`src/rtl/ram_bus_arbiter_pkg.sv`:
```
// Shared definitions for the two-master SRAM bus arbiter.
// Contents: default bus widths (matching the WB address/data buses),
// timeout counter width and the arbiter state encoding.
package ram_bus_arbiter_pkg;

   localparam int unsigned WB_ADDR_W = 32;
   localparam int unsigned WB_DATA_W = 32;

   // Timeout counter width; TIMEOUT is limited to 1..65535.
   localparam int unsigned CNT_W     = 16;

   typedef enum logic [1:0] {
      ARB_IDLE = 2'd0,
      ARB_GNT0 = 2'd1,
      ARB_GNT1 = 2'd2,
      ARB_GAP  = 2'd3
   } arb_state_t;

endpackage

```
`src/rtl/arb_rr2.sv`:
```
// Two-request picker: fixed priority (req[0] wins ties) or round-robin
// (the requester that did not win last time wins ties).
// Ports:
//   req   - request vector, bit x = master x
//   last  - index of the master that won the previous transaction
//   fixed - 1 selects fixed priority, 0 selects round-robin
//   win   - one-hot winner, 00 when nobody requests
module arb_rr2 (
   input  logic [1:0] req,
   input  logic       last,
   input  logic       fixed,
   output logic [1:0] win
);

   always_comb begin
      win = 2'b00;
      case (req)
         2'b01:   win = 2'b01;
         2'b10:   win = 2'b10;
         2'b11:   win = (fixed || last) ? 2'b01 : 2'b10;
         default: win = 2'b00;
      endcase
   end

endmodule

```
`src/rtl/ram_bus_arbiter.sv`:
```
// Shares one SRAM bus port between the data-memory master (m0) and the
// instruction-fetch master (m1). The grant is held for one whole
// transaction, one idle GAP cycle separates transactions, and a grant
// that sees no ack for TIMEOUT cycles is aborted with an error pulse.
// Ports:
//   clk, rst          - clock, synchronous active-high reset
//   m0_*/m1_* inputs  - master address, write data, request, write enable
//   m0_*/m1_* outputs - read data, ack, timeout error (combinational)
//   bus_*             - slave port; driven from the granted master
//   grant_o           - one-hot current grant
module ram_bus_arbiter
   import ram_bus_arbiter_pkg::*;
#(
   parameter int unsigned ADDR_W     = WB_ADDR_W,
   parameter int unsigned DATA_W     = WB_DATA_W,
   parameter int unsigned FIXED_PRIO = 0,
   parameter int unsigned TIMEOUT    = 255
) (
   input  logic              clk,
   input  logic              rst,

   input  logic [ADDR_W-1:0] m0_addr_i,
   input  logic [DATA_W-1:0] m0_data_i,
   input  logic              m0_select_i,
   input  logic              m0_we_i,
   output logic [DATA_W-1:0] m0_data_o,
   output logic              m0_ack_o,
   output logic              m0_err_o,

   input  logic [ADDR_W-1:0] m1_addr_i,
   input  logic [DATA_W-1:0] m1_data_i,
   input  logic              m1_select_i,
   input  logic              m1_we_i,
   output logic [DATA_W-1:0] m1_data_o,
   output logic              m1_ack_o,
   output logic              m1_err_o,

   output logic [ADDR_W-1:0] bus_addr_o,
   output logic [DATA_W-1:0] bus_data_o,
   input  logic [DATA_W-1:0] bus_data_i,
   output logic              bus_select_o,
   output logic              bus_we_o,
   input  logic              bus_ack_i,

   output logic [1:0]        grant_o
);

   arb_state_t       state_q, state_d;
   logic             last_q, last_d;
   logic [CNT_W-1:0] cnt_q, cnt_d;
   logic [1:0]       win;
   logic             g1;
   logic             cur_sel;
   logic             tmo_hit;

   arb_rr2 u_pick (
      .req   ({m1_select_i, m0_select_i}),
      .last  (last_q),
      .fixed (FIXED_PRIO != 0),
      .win   (win)
   );

   assign g1      = (state_q == ARB_GNT1);
   assign cur_sel = g1 ? m1_select_i : m0_select_i;
   assign tmo_hit = (cnt_q == CNT_W'(TIMEOUT - 1));

   // State, last-winner and timeout counter registers
   always_ff @(posedge clk) begin
      if (rst) begin
         state_q <= ARB_IDLE;
         last_q  <= 1'b1;
         cnt_q   <= '0;
      end else begin
         state_q <= state_d;
         last_q  <= last_d;
         cnt_q   <= cnt_d;
      end
   end

   // Next state and bus / master muxing
   always_comb begin
      state_d      = state_q;
      last_d       = last_q;
      cnt_d        = cnt_q;
      bus_addr_o   = '0;
      bus_data_o   = '0;
      bus_select_o = 1'b0;
      bus_we_o     = 1'b0;
      m0_data_o    = '0;
      m0_ack_o     = 1'b0;
      m0_err_o     = 1'b0;
      m1_data_o    = '0;
      m1_ack_o     = 1'b0;
      m1_err_o     = 1'b0;
      grant_o      = 2'b00;

      case (state_q)
         ARB_IDLE: begin
            // Counter is held clear here so every grant starts from zero.
            cnt_d = '0;
            if (win[0]) begin
               state_d = ARB_GNT0;
            end else if (win[1]) begin
               state_d = ARB_GNT1;
            end
         end

         ARB_GNT0, ARB_GNT1: begin
            grant_o      = g1 ? 2'b10 : 2'b01;
            bus_select_o = cur_sel;
            bus_we_o     = g1 ? m1_we_i   : m0_we_i;
            bus_addr_o   = g1 ? m1_addr_i : m0_addr_i;
            bus_data_o   = g1 ? m1_data_i : m0_data_i;

            // Ack beats timeout when both land in the same cycle.
            if (bus_ack_i) begin
               if (g1) begin
                  m1_ack_o  = 1'b1;
                  m1_data_o = bus_data_i;
               end else begin
                  m0_ack_o  = 1'b1;
                  m0_data_o = bus_data_i;
               end
               state_d = ARB_GAP;
               last_d  = g1;
            end else if (!cur_sel) begin
               state_d = ARB_GAP;
               last_d  = g1;
            end else if (tmo_hit) begin
               if (g1) begin
                  m1_err_o = 1'b1;
               end else begin
                  m0_err_o = 1'b1;
               end
               state_d = ARB_GAP;
               last_d  = g1;
            end else if (cnt_q != '1) begin
               cnt_d = cnt_q + CNT_W'(1);
            end
         end

         ARB_GAP: begin
            state_d = ARB_IDLE;
         end

         default: begin
            state_d = ARB_IDLE;
         end
      endcase
   end

endmodule

```
`config.mk`:
```
export PLATFORM = sky130hd
export DESIGN_NAME = ram_bus_arbiter
export DESIGN_NICKNAME = d
export VERILOG_FILES = /design/src/rtl/ram_bus_arbiter_pkg.sv /design/src/rtl/arb_rr2.sv /design/src/rtl/ram_bus_arbiter.sv
export SDC_FILE = /design/constraint.sdc
export NUM_CORES = 1
export LEC_CHECK = 0
export BUFFER_PORTS_ARGS = -buffer_cell sky130_fd_sc_hd__buf_2
export CORE_AREA = 2 2 118 120
export CTS_CLUSTER_SIZE = 14
export DETAILED_ROUTE_END_ITERATION = 8
export DIE_AREA = 0 0 120 122
export PLACE_DENSITY = 0.55
export REMOVE_ABC_BUFFERS = 1
export SLEW_MARGIN = 0
export SYNTH_ARGS = -nofsm -noshare
export SYNTH_HDL_FRONTEND = slang
export SYNTH_SLANG_ARGS = --single-unit
```
`constraint.sdc`:
```
create_clock -name clk -period 4.2 [get_ports clk]
set_input_delay 1.05 -clock clk [delete_from_list [all_inputs] [get_ports clk]]
set_output_delay 1.05 -clock clk [all_outputs]
set_load 0.05 [all_outputs]
```
==> results of run 1 <==
## layer usage
layer,track usage (%),vias up
met3,2.39,8
met5,0,-
li1,-,1859
met4,1.84,0
met1,20.8,1582
met2,25.7,127
## area by class of cell
type | instances | area, µm²
multi-input cells | 318 | 2330
flip-flops and latches | 19 | 380
clock buffers | 4 | 78.8
repair buffers | 306 | 1550
fillers | 1454 | 8920
inverters | 6 | 22.5
well taps | 180 | 225
## sequential cells by signal, summed over array words and instances, names as in the netlist
register	cells
cnt_q	16
state_q	2
last_q	1
## critical path, stage by stage, from the launching register on
cell	delay, ps
sky130_fd_sc_hd__dfxtp_1	330
sky130_fd_sc_hd__inv_1	120
sky130_fd_sc_hd__ha_4	500
sky130_fd_sc_hd__and3_1	740
sky130_fd_sc_hd__and2_1	220
sky130_fd_sc_hd__buf_2	270
## Yosys cell counts (all sizes together) (5+ instances only)
library cell,n,area share [%]
ha,5,2.2
dfxtp,19,13
a211oi,6,1.6
nand2,11,1.5
nor2,10,1.3
nor4,5,1.1
and2,66,15
nor2b,66,15
nand2b,12,2.7
o21ai,9,1.6
nor3,5,0.88
or3,8,1.8
nand3,8,1.4
mux2i,66,23
clkbuf,23,3.1
inv,6,0.80
## report_power, final
part	total (mW)	internal, mW	switching [mW]
registers	0.212	0.197	0.0148
clock network	0.202	0.129	0.0724
logic	3.30	0.892	2.40
total	3.71	1.22	2.49
## cell families after synthesis
family | Yosys count | share of synthesized area, %
and+or+nand+nor | 208 | 44.4
muxes | 67 | 23.8
buffers and inverters | 33 | 4.78
DFF | 19 | 13.5
AOI/OAI and AO/OA | 38 | 11.4
adders and majority gates | 5 | 2.21
## worst paths after layout
kind | cells past startpoint | from | end
worst max-delay path | 5 | state_q[0] | m1_data_o[8]
worst max register to register | 7 | state_q[1] | cnt_q[2]
worst min-delay path | 2 | last_q | last_q
worst min register to register | 2 | last_q | last_q
## through the flow
step	cell area (µm²)	hold slack, ps
3_3_place_gp	4510	480
2_1_floorplan	2720	449
5_1_grt	4590	543
4_1_cts	4590	495
6_report	4590	496
3_5_place_dp	4510	475
==> impl_metrics.env, run 1 <==
export IMPL_synth_ff_type="sky130_fd_sc_hd__dfxtp_1"
export IMPL_cts_repair_timing_setup_buffer_count=0
export IMPL_placed_insts=829
export IMPL_wl_met1_um=5750
export IMPL_synth_edf_count=0
export IMPL_finalWeightedCongestion=0.851
export IMPL_cts_root_to_sink_buffers=2
export IMPL_route_met3_wl_um=810
export IMPL_first_pass_iters=6
export IMPL_critical_path_startpoint_type="flop"
export IMPL_cap_violations=0
export IMPL_hold_path_class="reg2reg"
export IMPL_initialDrtViolationCount=118
export IMPL_postSynthCellCount=370
export IMPL_power_per_cell_area_nw_per_um2=809
export IMPL_detail_route_wl_per_cell_um=15.0
export IMPL_antenna_cells=0
export IMPL_leakage_nw=2.44
export IMPL_post_synth_instance_area_um2=2830
export IMPL_areaGrowthSynthToFinish_pct=62.3
export IMPL_critical_path_rt_ps=3150
export IMPL_final_setup_tns_ps=0
export IMPL_clk_insertion_delay_late_ps=250
export IMPL_commonest_cells_after_routing_fill_and_taps_aside="302 x sky130_fd_sc_hd__buf_2, 66 x sky130_fd_sc_hd__and2_1, 66 x sky130_fd_sc_hd__mux2i_1, 66 x sky130_fd_sc_hd__nor2b_1, 19 x sky130_fd_sc_hd__dfxtp_1"
export IMPL_finalSetupViolCount=0
export IMPL_gr_total_overflow=0
export IMPL_timing_setup_critical_path_class="reg2out"
export IMPL_tritoncts="built"
export IMPL_gr_usage_all_layers_pct=15.1
export IMPL_outcome="complete, no violations"
export IMPL_timing_clock_skew_ps=2.92
export IMPL_core_region_area_um2=13500
export IMPL_ff2ff_setup_slack_ps=1240
export IMPL_final_util_pct=34.0
export IMPL_io_pins=303
export IMPL_ctsHtreeMaxLevel=1
export IMPL_pre_cts_slack_ps=864
export IMPL_layout_commonest_cell="sky130_fd_sc_hd__buf_2"
export IMPL_grt_antenna_before_repair=0
export IMPL_totalPowerFinal_mw=3.71
export IMPL_tritoncts_num_buffers=3
export IMPL_post_drt_via_cell_ratio=4.29
export IMPL_hold_viol_final=0
export IMPL_routed_via_count=3576
export IMPL_drt_total_wl_um=12500
export IMPL_buffer_type_at_the_clock_tree_root="sky130_fd_sc_hd__clkbuf_16"
export IMPL_worst_pin_slew_ps=736
export IMPL_cts_hold_repair_buffers=0
export IMPL_finalNonFillerCells=833
export IMPL_grt_pass1_wl_um=17700
export IMPL_syn_area_per_cell_um2=7.64
export IMPL_hpwl_um=10400
export IMPL_count_of_different_cell_masters_after_synthesis=42
export IMPL_largest_net_degree_at_the_start_of_global_routing=80
export IMPL_synth_warning_count=0
export IMPL_slew_viol_final=0
export IMPL_layout_worst_path_cycle_share_pct=83.0
export IMPL_timing_critical_path_fanout_max=32
export IMPL_fin_ws_ps=715
export IMPL_die_h_um=122
export IMPL_worst_setup_hold_path_clk_slew_ps=60
export IMPL_std_cell_rows=43
export IMPL_grt_setup_unrepaired="no"
export IMPL_design_final_nets=826
export IMPL_antenna_violating_nets_left=0
export IMPL_numClockSinks=19
export IMPL_synth_async_reset_ratio_pct=0
export IMPL_die_w_um=120
export IMPL_dr_wl_met2_um=5820
export IMPL_peak_supply_drop_mv=0.534
export IMPL_timing_max_slew_rel_slack_pct=50.9
export IMPL_starting_density_of_the_core_pct=20.9
export IMPL_synth_seq_area_share_pct=13.5
export IMPL_worstPathArrival_ps=2430
export IMPL_fmaxAchievable_ghz=0.287
export IMPL_grt_pass1_vias=3245
export IMPL_postSynthRegisterBits=19
export IMPL_highest_layer="met4"
export IMPL_die_area_um2=14600
export IMPL_port_buffers=302
export IMPL_postCtsResizedCells=0
export IMPL_post_route_min_period_ps=3480
export IMPL_drive_above_1_share_pct=48.9
export IMPL_drc_errors=0
export IMPL_critical_path_endpoint_type="primary output"
Note: power is estimated with default switching activity, not from simulation.
==> run 2, diff against run 1 <==
- ABC_AREA: not set -> 1
- PLACE_DENSITY: 0.55 -> 0.54
- clock period: 4.2 -> 3.65 ns (I/O delays scaled with it)
==> impl_metrics.env, run 2 <==
export IMPL_timing_clock_skew_ps=6.28
export IMPL_critical_path_startpoint_type="flop"
export IMPL_drc_errors=0
export IMPL_outcome="complete, no violations"
export IMPL_initialDrtViolationCount=221
export IMPL_layout_filler_cells=1570
export IMPL_syn_area_per_cell_um2=5.05
export IMPL_synth_async_reset_ratio_pct=0
export IMPL_clk_insertion_delay_late_ps=260
export IMPL_source_of_the_worst_hold_timing_path="last_q"
export IMPL_grt_pass1_vias=3609
export IMPL_peak_supply_drop_mv=0.646
export IMPL_finalWeightedCongestion=0.838
export IMPL_cts_repair_timing_setup_buffer_count=0
export IMPL_tritoncts_num_buffers=3
export IMPL_std_cell_rows=43
export IMPL_core_region_area_um2=13500
export IMPL_first_pass_iters=5
export IMPL_postSynthCellCount=549
export IMPL_ctsHtreeMaxLevel=1
export IMPL_finalSetupViolCount=0
export IMPL_worst_pin_slew_ps=923
export IMPL_gr_total_overflow=0
export IMPL_drt_total_wl_um=14300
export IMPL_worst_setup_hold_path_clk_slew_ps=60
export IMPL_post_synth_instance_area_um2=2770
export IMPL_pre_cts_slack_ps=536
export IMPL_tritoncts="built"
export IMPL_post_route_min_period_ps=3290
export IMPL_synth_most_common_cell="sky130_fd_sc_hd__nor2_1"
export IMPL_yosys_area_top_type="sky130_fd_sc_hd__nor2_1"
export IMPL_cp_cell_sequence="inv_1 > ha_2 > inv_1 > nor3_1 > inv_1 > nor2_1 > buf_2"
export IMPL_buffer_type_at_the_clock_tree_root="sky130_fd_sc_hd__clkbuf_16"
export IMPL_cts_root_to_sink_buffers=2
export IMPL_synth_top_cells_by_area="sky130_fd_sc_hd__nor2_1 30%, sky130_fd_sc_hd__dfxtp_1 14%, sky130_fd_sc_hd__o21ai_0 13%"
export IMPL_critPathMaxStageDelay_ps=430
export IMPL_registers_top_by_ff_count="cnt_q"
export IMPL_worst_r2r_path_depth=9
export IMPL_synth_edf_count=0
export IMPL_io_pins=303
export IMPL_design_final_nets=997
export IMPL_port_buffers=302
export IMPL_drive_above_1_share_pct=41.9
export IMPL_numClockSinks=19
export IMPL_final_setup_tns_ps=0
export IMPL_synth_ff_type="sky130_fd_sc_hd__dfxtp_1"
export IMPL_synth_seq_area_share_pct=13.7
export IMPL_placed_area_um2=4390
export IMPL_routed_via_count=4313
export IMPL_worstSetupStartpoint="state_q[1]"
export IMPL_totalPowerFinal_mw=4.44
export IMPL_synth_largest_type_area_fraction_pct=30.4
export IMPL_count_of_different_cell_masters_after_synthesis=30
export IMPL_fin_ws_ps=363
export IMPL_grt_setup_unrepaired="no"
export IMPL_largest_net_degree_at_the_start_of_global_routing=77
export IMPL_areaGrowthSynthToFinish_pct=61.6
export IMPL_critical_path_rt_ps=2740
export IMPL_multiInputGateArea_um2=1970
export IMPL_critical_path_endpoint_type="primary output"
export IMPL_synthTopCellsByCount="224 x sky130_fd_sc_hd__nor2_1, 71 x sky130_fd_sc_hd__o21ai_0, 63 x sky130_fd_sc_hd__inv_1"
export IMPL_critical_path_slowest_cell="sky130_fd_sc_hd__inv_1"
export IMPL_die_area_um2=14600
export IMPL_antenna_violating_nets_left=0
export IMPL_cap_violations=0
export IMPL_slew_viol_final=0
export IMPL_cts_hold_repair_buffers=0
export IMPL_gr_usage_all_layers_pct=17.9
export IMPL_critPathMostFrequentCell="sky130_fd_sc_hd__inv_1"
export IMPL_grt_pass1_wl_um=20600
export IMPL_worst_hold_path_num_cells=2
export IMPL_hold_viol_final=0
export IMPL_seqCellArea_um2=380
export IMPL_post_drt_via_cell_ratio=4.29
export IMPL_commonest_cells_after_routing_fill_and_taps_aside="302 x sky130_fd_sc_hd__buf_2, 224 x sky130_fd_sc_hd__nor2_1, 71 x sky130_fd_sc_hd__o21ai_0, 62 x sky130_fd_sc_hd__inv_1, 55 x sky130_fd_sc_hd__nand2_1"
export IMPL_timing_setup_critical_path_class="reg2out"
export IMPL_rr_startpoint="state_q[0]"
export IMPL_reg_largest_list="cnt_q x16, state_q x2, last_q x1"
export IMPL_detail_route_wl_per_cell_um=14.3
export IMPL_die_w_um=120
export IMPL_largest_register_ffs=16
export IMPL_hpwl_um=11700
export IMPL_timing_max_slew_rel_slack_pct=38.4
export IMPL_postCtsResizedCells=0
export IMPL_worstPathArrival_ps=2370
export IMPL_hold_path_class="reg2reg"
export IMPL_layout_worst_path_cycle_share_pct=90.1
export IMPL_postSynthRegisterBits=19
export IMPL_timing_critical_path_fanout_max=32
export IMPL_synth_warning_count=0
export IMPL_fmaxAchievable_ghz=0.304
export IMPL_layout_commonest_cell="sky130_fd_sc_hd__buf_2"
export IMPL_power_per_cell_area_nw_per_um2=991
export IMPL_design_area_um2=4480
export IMPL_grt_antenna_before_repair=4
export IMPL_die_h_um=122
export IMPL_starting_density_of_the_core_pct=20.5
export IMPL_leakage_nw=2.76
==> run 2: cell types whose count changed after synthesis, moves of 6 or more <==
cell / previous run / this run
sky130_fd_sc_hd__nor2b_1: 66 / 0
sky130_fd_sc_hd__inv_1: 6 / 63
sky130_fd_sc_hd__or3_1: 8 / 0
sky130_fd_sc_hd__mux2i_1: 66 / 0
sky130_fd_sc_hd__nor2_1: 10 / 224
sky130_fd_sc_hd__buf_2: 0 / 10
sky130_fd_sc_hd__o21ai_0: 9 / 71
sky130_fd_sc_hd__nand2_2: 0 / 10
sky130_fd_sc_hd__and2_1: 66 / 0
sky130_fd_sc_hd__nand4_1: 4 / 17
sky130_fd_sc_hd__nand2_1: 11 / 55
sky130_fd_sc_hd__nand2b_1: 12 / 0
sky130_fd_sc_hd__a211oi_1: 6 / 0
sky130_fd_sc_hd__a21oi_2: 1 / 9
==> run 2: report_power, final <==
| group | total [mW] | internal (mW) | switching (mW) |
|---|---|---|---|
| registers | 0.237 | 0.225 | 0.0118 |
| clock network | 0.234 | 0.147 | 0.0870 |
| logic | 3.96 | 0.805 | 3.16 |
| total | 4.44 | 1.18 | 3.26 |
==> run 2: cell families (layout without fill, tap and decap cells) <==
group                      after synthesis  in the layout  synth area share, %
other                                    0              2                    0
DFF                                     19             19                 13.7
buffers and inverters                  101            376                 15.3
adders and majority gates                5              5                 2.26
AOI/OAI and AO/OA                       87             87                 17.3
and+or+nand+nor                        335            335                 50.8
xor gates and xnor gates                 2              2                0.632
==> run 2: final timing paths <==
path                                endpoint  slack (ps)
worst min-delay path                  last_q         480
worst max register to register     cnt_q[14]        1180
worst max-delay path            m0_data_o[9]         360
worst min register to register        last_q         480
==> run 2: worst max-delay path, delay by kind of cell, from the launching register on <==
kind | cells | cell delay (ps)
buffers and inverters | 4 | 930
AND/OR/NAND/NOR | 2 | 470
adder cells (fa/ha/maj) | 1 | 360
flip-flops | 1 | 350
==> run 2: area by class of cell <==
type	instances	area share (%)
multi-input combinational	429	44.0
timing repair buffer	306	35.0
sequential	19	8.50
inverter	66	5.53
tap	180	5.03
clock buffer	3	1.68
clock inverter	1	0.112
antenna	2	0.112
==> run 2: layer usage <==
metal / up-vias / GRT usage, % / part of all wire (%)
met3: 19 / 3.42 / 6.8
met1: 1879 / 25.3 / 46
li1: 2254 / - / -
met4: 4 / 3.16 / 1.4
met5: - / 0 / 0.19
met2: 157 / 28.6 / 46
==> run 2: stage by stage <==
step	std cells	hold WS, ps	util (%)
after floorplan	514	447	-
after global placement	1000	467	32.5
after detailed placement	1000	467	32.5
after CTS	1004	483	33.1
after global routing	1006	519	33.2
final	1006	476	33.2
==> run 3, diff against run 2 <==
- RECOVER_POWER: not set -> 25
==> impl_metrics.env, run 3 (synthesis results as in run 2) <==
export IMPL_post_route_min_period_ps=3390
export IMPL_fin_ws_ps=262
export IMPL_layout_commonest_cell="sky130_fd_sc_hd__buf_2"
export IMPL_grt_setup_unrepaired="no"
export IMPL_layout_worst_path_cycle_share_pct=92.8
export IMPL_buffer_type_at_the_clock_tree_root="sky130_fd_sc_hd__clkbuf_16"
export IMPL_finalWeightedCongestion=0.838
export IMPL_placed_insts=1000
export IMPL_die_h_um=122
export IMPL_worst_pin_slew_ps=976
export IMPL_hold_path_class="reg2reg"
export IMPL_grt_antenna_before_repair=4
export IMPL_io_pins=303
export IMPL_grt_pass1_vias=3609
export IMPL_timing_critical_path_max_delay_family="buffers and inverters"
export IMPL_drt_total_wl_um=14400
export IMPL_finalSetupViolCount=0
export IMPL_cts_root_to_sink_buffers=2
export IMPL_initialDrtViolationCount=222
export IMPL_antenna_violating_nets_left=0
export IMPL_critical_path_buf_inv_count=4
export IMPL_leakage_nw=2.71
export IMPL_numClockSinks=19
export IMPL_die_area_um2=14600
export IMPL_timing_clock_skew_ps=6.81
export IMPL_cp_cell_sequence="inv_1 > ha_1 > inv_1 > buf_12 > nor2_1 > nor2_1 > buf_2"
export IMPL_largest_register_ffs=16
export IMPL_hold_worst_slack_ps=479
export IMPL_cap_violations=0
export IMPL_drc_errors=0
export IMPL_clk_insertion_delay_late_ps=260
export IMPL_peak_supply_drop_mv=0.643
export IMPL_first_pass_iters=6
export IMPL_timing_max_slew_rel_slack_pct=34.8
export IMPL_registers_top_by_ff_count="cnt_q"
export IMPL_die_w_um=120
export IMPL_gr_usage_all_layers_pct=17.9
export IMPL_critical_path_startpoint_type="flop"
export IMPL_timing_setup_critical_path_class="reg2out"
export IMPL_core_region_area_um2=13500
export IMPL_ctsHtreeMaxLevel=1
export IMPL_tritoncts="built"
export IMPL_timing_critical_path_fanout_max=40
export IMPL_routed_via_count=4297
export IMPL_worst_setup_hold_path_clk_slew_ps=60
export IMPL_final_setup_tns_ps=0
export IMPL_layout_filler_cells=1583
export IMPL_tritoncts_num_buffers=3
export IMPL_reg_largest_list="cnt_q x16, state_q x2, last_q x1"
export IMPL_commonest_cells_after_routing_fill_and_taps_aside="286 x sky130_fd_sc_hd__buf_2, 224 x sky130_fd_sc_hd__nor2_1, 71 x sky130_fd_sc_hd__o21ai_0, 63 x sky130_fd_sc_hd__inv_1, 61 x sky130_fd_sc_hd__nand2_1"
export IMPL_fmaxAchievable_ghz=0.295
export IMPL_outcome="complete, no violations"
export IMPL_detail_route_wl_per_cell_um=14.3
export IMPL_port_buffers=302
export IMPL_critical_path_rt_ps=2740
export IMPL_totalPowerFinal_mw=4.41
export IMPL_critPathMaxStageDelay_ps=740
export IMPL_critical_path_endpoint_type="primary output"
export IMPL_hpwl_um=11700
export IMPL_post_drt_via_cell_ratio=4.27
export IMPL_std_cell_rows=43
export IMPL_hold_viol_final=0
export IMPL_power_per_cell_area_nw_per_um2=993
export IMPL_largest_net_degree_at_the_start_of_global_routing=77
export IMPL_cts_repair_timing_setup_buffer_count=0
export IMPL_critical_path_slowest_cell="sky130_fd_sc_hd__inv_1"
export IMPL_grt_pass1_wl_um=20600
export IMPL_pre_cts_slack_ps=536
export IMPL_slew_viol_final=0
export IMPL_finalNonFillerCells=1006
export IMPL_gr_total_overflow=0
export IMPL_cts_hold_repair_buffers=0
export IMPL_postCtsResizedCells=0
export IMPL_drive_above_1_share_pct=39.7
export IMPL_worstPathArrival_ps=2480
export IMPL_starting_density_of_the_core_pct=20.5
export IMPL_areaGrowthSynthToFinish_pct=60.3
export IMPL_design_final_nets=997
## run 3: cell types whose count changed in the layout (fill, tap and decap cells not counted), sizes merged
cell    before  now
buf        306  290
clkbuf       3   19
## run 3: final timing paths
check / startpoint / end / slack, ps / cells after the start
setup / recovery: state_q[0] / bus_data_o[3] / 260 / 7
hold / removal: last_q / last_q / 480 / 2
setup reg to reg: state_q[0] / cnt_q[1] / 780 / 10
hold reg to reg: last_q / last_q / 480 / 2
## run 3: through the flow
step,area (µm²),utilization (%)
after global routing,4440,32.9
after global placement,4390,32.5
after floorplan,2590,-
after detailed placement,4390,32.5
after CTS,4470,33.1
final,4440,32.9
## run 3: power by group
part	switching (mW)	internal, mW
clock network	0.0878	0.147
logic	3.15	0.789
registers	0.0120	0.225
## run 3: final cells by class
| cell class | instances | area (µm²) | area share [%] |
|---|---|---|---|
| multi-input combinational | 429 | 1950 | 43.9 |
| timing repair buffer | 306 | 1550 | 35.0 |
| sequential | 19 | 380 | 8.56 |
| inverter | 66 | 248 | 5.58 |
| tap | 180 | 225 | 5.07 |
| clock buffer | 3 | 75.1 | 1.69 |
| clock inverter | 1 | 5.00 | 0.113 |
| antenna | 2 | 5.00 | 0.113 |
## run 3: worst register-to-register path: stages (launching register included)
cell and delay (ps):
sky130_fd_sc_hd__dfxtp_1 310, sky130_fd_sc_hd__inv_1 100, sky130_fd_sc_hd__ha_1 300, sky130_fd_sc_hd__buf_4 510, sky130_fd_sc_hd__o21ai_0 320, sky130_fd_sc_hd__nor2_1 210, sky130_fd_sc_hd__nand2_2 70, sky130_fd_sc_hd__nand2_1 450
sky130_fd_sc_hd__nand3_4 290, sky130_fd_sc_hd__nand2_1 150, sky130_fd_sc_hd__a21oi_2 50
## run 3: metal layers
metal,vias to the layer above,track usage [%],wire (µm)
met1,1877,25.3,6690
met2,144,28.6,6570
met4,4,3.16,197
met3,19,3.42,914
li1,2253,-,-
met5,-,0,27
